--- src/rtl/param_shift_sequencer.sv ---
// Parametrised universal shift/rotate register with parallel load.
// A start request latches an operation and a step count, then the
// register advances one bit per enabled clock until the count runs out,
// signalling completion with a one-cycle done pulse.

module param_shift_sequencer #(
   parameter int WIDTH = 8,
   parameter int AMT_W = 4
) (
   input  logic             clk,
   input  logic             reset,
   input  logic             en,
   input  logic             load,
   input  logic [WIDTH-1:0] load_data,
   input  logic             start,
   input  logic [2:0]       op,
   input  logic [AMT_W-1:0] amount,
   input  logic             serial_in,
   output logic [WIDTH-1:0] q,
   output logic             serial_out,
   output logic             busy,
   output logic             done
);

   typedef enum logic {
      IDLE,
      RUN
   } state_t;

   localparam logic [2:0] OP_ROR = 3'b001;
   localparam logic [2:0] OP_ROL = 3'b010;
   localparam logic [2:0] OP_LSR = 3'b011;
   localparam logic [2:0] OP_LSL = 3'b100;
   localparam logic [2:0] OP_ASR = 3'b101;

   state_t           state;
   state_t           state_n;
   logic [WIDTH-1:0] q_n;
   logic             so_n;
   logic             done_n;
   logic [AMT_W-1:0] cnt;
   logic [AMT_W-1:0] cnt_n;
   logic [2:0]       op_lat;
   logic [2:0]       op_n;
   logic [WIDTH-1:0] step_q;
   logic             step_so;

   // Result of a single step of the latched operation; HOLD and the
   // reserved codes leave both the register and serial_out untouched.
   always_comb begin
      step_q  = q;
      step_so = serial_out;
      case (op_lat)
         OP_ROR: begin
            step_q  = {q[0], q[WIDTH-1:1]};
            step_so = q[0];
         end
         OP_ROL: begin
            step_q  = {q[WIDTH-2:0], q[WIDTH-1]};
            step_so = q[WIDTH-1];
         end
         OP_LSR: begin
            step_q  = {serial_in, q[WIDTH-1:1]};
            step_so = q[0];
         end
         OP_LSL: begin
            step_q  = {q[WIDTH-2:0], serial_in};
            step_so = q[WIDTH-1];
         end
         OP_ASR: begin
            step_q  = {q[WIDTH-1], q[WIDTH-1:1]};
            step_so = q[0];
         end
         default: begin
            step_q  = q;
            step_so = serial_out;
         end
      endcase
   end

   // Next-state and datapath decisions: load always wins over start in
   // IDLE and aborts a run in RUN; a zero-length request completes at once.
   always_comb begin
      state_n = state;
      q_n     = q;
      so_n    = serial_out;
      cnt_n   = cnt;
      op_n    = op_lat;
      done_n  = 1'b0;
      case (state)
         IDLE: begin
            if (load) begin
               q_n = load_data;
            end else if (start) begin
               if (amount != '0) begin
                  op_n    = op;
                  cnt_n   = amount;
                  state_n = RUN;
               end else begin
                  done_n = 1'b1;
               end
            end
         end
         RUN: begin
            if (load) begin
               q_n     = load_data;
               cnt_n   = '0;
               state_n = IDLE;
            end else if (en) begin
               q_n   = step_q;
               so_n  = step_so;
               cnt_n = cnt - 1'b1;
               if (cnt == AMT_W'(1)) begin
                  done_n  = 1'b1;
                  state_n = IDLE;
               end
            end
         end
         default: begin
            state_n = IDLE;
         end
      endcase
   end

   // State and datapath registers with synchronous reset.
   always_ff @(posedge clk) begin
      if (reset) begin
         state      <= IDLE;
         q          <= '0;
         serial_out <= 1'b0;
         cnt        <= '0;
         op_lat     <= '0;
         done       <= 1'b0;
      end else begin
         state      <= state_n;
         q          <= q_n;
         serial_out <= so_n;
         cnt        <= cnt_n;
         op_lat     <= op_n;
         done       <= done_n;
      end
   end

   assign busy = (state == RUN);

endmodule

--- config.mk ---
export PLATFORM = sky130hd
export DESIGN_NAME = param_shift_sequencer
export DESIGN_NICKNAME = d
export VERILOG_FILES = /design/src/rtl/param_shift_sequencer.sv
export SDC_FILE = /design/constraint.sdc
export NUM_CORES = 1
export LEC_CHECK = 0
export CAP_MARGIN = 25
export CORE_ASPECT_RATIO = 1.4
export CORE_UTILIZATION = 51
export DETAILED_ROUTE_END_ITERATION = 10
export GPL_ROUTABILITY_DRIVEN = 0
export PLACE_DENSITY = 0.84
export SYNTH_ARGS = -nofsm -noshare
export SYNTH_HDL_FRONTEND = slang
export SYNTH_SLANG_ARGS = --single-unit
--- constraint.sdc ---
create_clock -name clk -period 2.8 [get_ports clk]
set_input_delay 0.56 -clock clk [delete_from_list [all_inputs] [get_ports clk]]
set_output_delay 0.56 -clock clk [all_outputs]
set_load 0.05 [all_outputs]
==> metrics.sh <==
NUMBER_OF_BUFFERS_CREATED_BY_CTS=3
DRT_FIRST_PASS_ITERS=4
SETUP.REG_TO_REG.WORST_SLACK_NS=1.08
FINAL-INSTANCE-COUNT-EXCL-FILL=183
ARRIVAL_TIME_AT_THE_WORST_ENDPOINT_NS=1.81
PWR-SHARE-CLK=0.216
STARTPOINT_TYPE='flip-flop'
WORST_STAGE_DELAY_ON_THE_CRITICAL_PATH_NS=0.90
SETUP-TNS-FINAL_NS=0
STATUS='complete, no violations'
SWITCHING_SHARE=0.341
CORE.ROWCOUNT=20
MIN_DELAY_WORST_TYPE='reg2reg'
CTS_RESIZED=0
CHAIN_OF_CELLS_FORMING_THE_CRITICAL_PATH='clkdlybuf4s50_1'
DETAILROUTE.VIA_COUNT=1125
CLOCKBUFFERDEPTH=2
HOLD-PATH-CELL-COUNT=2
DRC_VIOLATION_TOTAL_AFTER_THE_FIRST_TRITONROUTE_ITERATION=23
LEAKAGE_COMPONENT_OF_THE_POWER_nW=0.535
MAX_CLOCK_FREQ_GHz=0.422
SETUP.WORST_PATH.END_CLASS='primary output'
WORST_HOLD_ENDPOINT='cnt[1]'
MAPPED_CELL_AREA_SQ_UM=1180
WORSTMARGINPINSLEW_NS=0.563
HP-START='cnt[1]'
NETS=186
SLOWEST_STAGE='sky130_fd_sc_hd__clkdlybuf4s50_1'
Y_DIMENSION_OF_THE_DIE_UM=58.9
CORE_REGION_AREA_SQ_UM=2180
YOSYSWARNINGCOUNT=0
CTS.SINKS=18
INITIAL_CORE_UTIL=0.543
PATH_CLASS='reg2out'
IR_WORST_VDD_mV=0.281
PORT_BUFFER_CELLS=31
DRT_WL_TOTAL_UM=2950
GRT_UTIL_OVERALL=0.268
FINALSETUPVIOLATIONS=0
GRT_PASS1_WL_UM=5160
RSZ_0062_RAISED_AFTER_GLOBAL_ROUTING='no'
AREA_OVERHEAD_OF_THE_LAYOUT_RELATIVE_TO_SYNTHESIS_PCT=26.6
FLOP_PWR_SHARE=0.483
DIE_FOOTPRINT_SQ_UM=2510
POST-SYNTH-TOP-AREA-FRACTION=0.305
NETLIST.TOP_CELL.BY_AREA='sky130_fd_sc_hd__dfxtp_1'
SEQUENTIAL_SHARE_OF_THE_SYNTHESIZED_AREA=0.305
COUNT_OF_CELL_TYPES_IN_THE_NETLIST=42
FINAL_LAYOUT_SIZE_SUFFIX_GT1_FRAC=0.0870
DRT-WIRELENGTH-PER-CELL_UM=16.1
GRT.OVERFLOW.TOTAL=0
CLK_TRANSITION_REPORTED_PATHS_NS=0.10
TRITONCTS_CLOCK_TREE='yes'
MAXIMUM_CAPACITANCE_VIOLATIONS=0
FINAL_MIN_PERIOD_OVER_CLOCK_PERIOD=0.847
NUMBER_OF_SYNTHESIZED_REGISTER_BITS=18
FINAL.MIN_CLOCK_PERIOD_NS=2.37
YS_TOP_CELLS_BY_AREA='sky130_fd_sc_hd__dfxtp_1 (31%), sky130_fd_sc_hd__o41ai_1 (5.9%), sky130_fd_sc_hd__nor2_1 (5.1%)'
POWER.SWITCHING_mW=0.211
SYNTH_CELLS=136
CLOCK-SKEW-FINAL_NS=0.00545
TIMING.FINAL.WS_SETUP_NS=0.428
ROUTE.ANTENNA.REMAINING_NETS=0
ROUTE.DETAILED.VIAS_PER_INST=6.15
SYNTH.TOP_CELLS.BY_COUNT='sky130_fd_sc_hd__dfxtp_1 (18), sky130_fd_sc_hd__nor2_1 (16), sky130_fd_sc_hd__nand2_1 (13), sky130_fd_sc_hd__o41ai_1 (8)'
COMB_POWER_SHARE=0.300
NUMBER_OF_ENABLE_TYPE_REGISTER_CELLS_IN_THE_SYNTHESIZED_NETLIST=0
POST-SYNTH-TOP-COUNT-CELL='sky130_fd_sc_hd__dfxtp_1'
P_INT_mW=0.407
RR_STARTPOINT='op_lat[0]'
YS.FLOP_TYPE='sky130_fd_sc_hd__dfxtp_1'
GRT_START_MAX_NET_PINS=21
CRITICAL_PATH.TOP_DELAY_FAMILY='buffers and inverters'
DPL_WORST_SLACK_NS=0.462
SYNTHESIS.AREA_PER_INSTANCE_SQ_UM=8.68
POST-CTS-SETUP-BUFFERS=0
DRC=0
CRIT_FANOUT=13
ANTENNA_CELLS=0
TIMING.FINAL.HOLD_VIOLATIONS=0
RR_WORST_DEPTH=4
ANTENNA_VIOLATIONS_BEFORE_REPAIR=0
FIRST_GLOBAL_VIAS=1167
CLK_ROOT_BUFFER_CELL='sky130_fd_sc_hd__clkbuf_4'
POST_SYNTH_NET_TOTAL=159
POWERDENSITY_nW_PER_UM2=414
POSTCTSHOLDBUFS=0
CP.BUFFERS_INVERTERS=1
R2R-END='q[5]'
CLK_LATENCY_NS=0.30
CRITICAL_PATH_REQUIRED_NS=2.24
DIE-WIDTH_UM=42.7
IO-PIN-COUNT=32
SYNTH-ASYNC-RESET-RATIO=0
SLEW_HEADROOM=0.624
CTS_MAX_LEVEL=1
INST_COUNT_DP=180
TIMING.FINAL.MAX_SLEW_VIOLATIONS=0
DETAILEDPLACEMENTHPWL_UM=2190
[registers in the layout (all words and copies together), names as in the netlist]
register and cells:
q 8, serial_out 1, op_lat 3, cnt 4, done 1, busy 1
[power by group through the flow]
stage	clock (mW)	combinational [mW]	sequential (mW)
5_1_grt	0.146	0.201	0.302
3_3_place_gp	0	0.182	0.304
2_1_floorplan	0	0.0973	0.325
6_report	0.134	0.186	0.299
4_1_cts	0.143	0.186	0.299
3_5_place_dp	0	0.185	0.305
[metrics by stage]
| stage | util | total power [mW] | hold WS (ns) | instance area, sq um |
|---|---|---|---|---|
| after CTS | 0.687 | 0.628 | 0.516 | 1500 |
| after global routing | 0.687 | 0.650 | 0.549 | 1500 |
| final | 0.687 | 0.619 | 0.517 | 1500 |
| after global placement | 0.676 | 0.485 | 0.483 | 1470 |
| after detailed placement | 0.676 | 0.490 | 0.500 | 1470 |
| after floorplan | - | 0.422 | 0.485 | 1180 |
[per-layer routing]
layer / track usage / share of wire
met3: 0.0184 / 0.023
met2: 0.511 / 0.56
met4: 0.143 / 0.018
met1: 0.284 / 0.40
met5: 0 / 0
[cell type report]
| class | count | area [sq um] |
|---|---|---|
| Clock buffer | 3 | 22.5 |
| Multi-Input combinational cell | 103 | 748 |
| Fill cell | 188 | 682 |
| Inverter | 5 | 18.8 |
| Timing Repair Buffer | 32 | 318 |
| Tap cell | 22 | 27.5 |
| Sequential cell | 18 | 360 |
[cell families after synthesis]
kind of cell    Yosys count  share of synthesized area
compound gates           42                      0.320
xor+xnor                  2                     0.0212
fa+ha+maj                 2                     0.0212
buf+inv                  15                     0.0614
flops                    18                      0.305
mux                       4                     0.0339
simple gates             53                      0.237
[layout by cell type, fill, tap and decap left out, drive strengths merged]
master / count
nor2: 17
and4: 1
and3: 1
nand3b: 3
xor2: 1
nand3: 1
a31oi: 3
nor4: 1
mux2i: 4
o41ai: 9
clkbuf: 3
inv: 5
buf: 1
o21ai: 2
a21oi: 4
and2: 1
o21bai: 1
a2111oi: 2
clkdlybuf4s50: 31
nand2: 13
o21a: 6
a32oi: 2
dfxtp: 18
and2b: 1
nor2b: 1
o221a: 1
a21boi: 1
a21o: 1
nor3b: 2
nand2b: 6
a311oi: 2
xnor2: 1
o32ai: 1
ha: 2
a211oi: 7
nor3: 4
or3: 1
[how the worst max path moves through the flow]
stage / slack (ns) / endpoint / from / cells after the start
final: 0.43 / busy / busy / 1
after global placement: 0.50 / cnt[1] / load / 4
after global routing: 0.37 / busy / busy / 1
after floorplan: 1.12 / q[0] / busy / 4
after CTS: 0.43 / busy / busy / 1
after detailed placement: 0.46 / q[0] / load / 4
(Power assumes the default switching activity.)
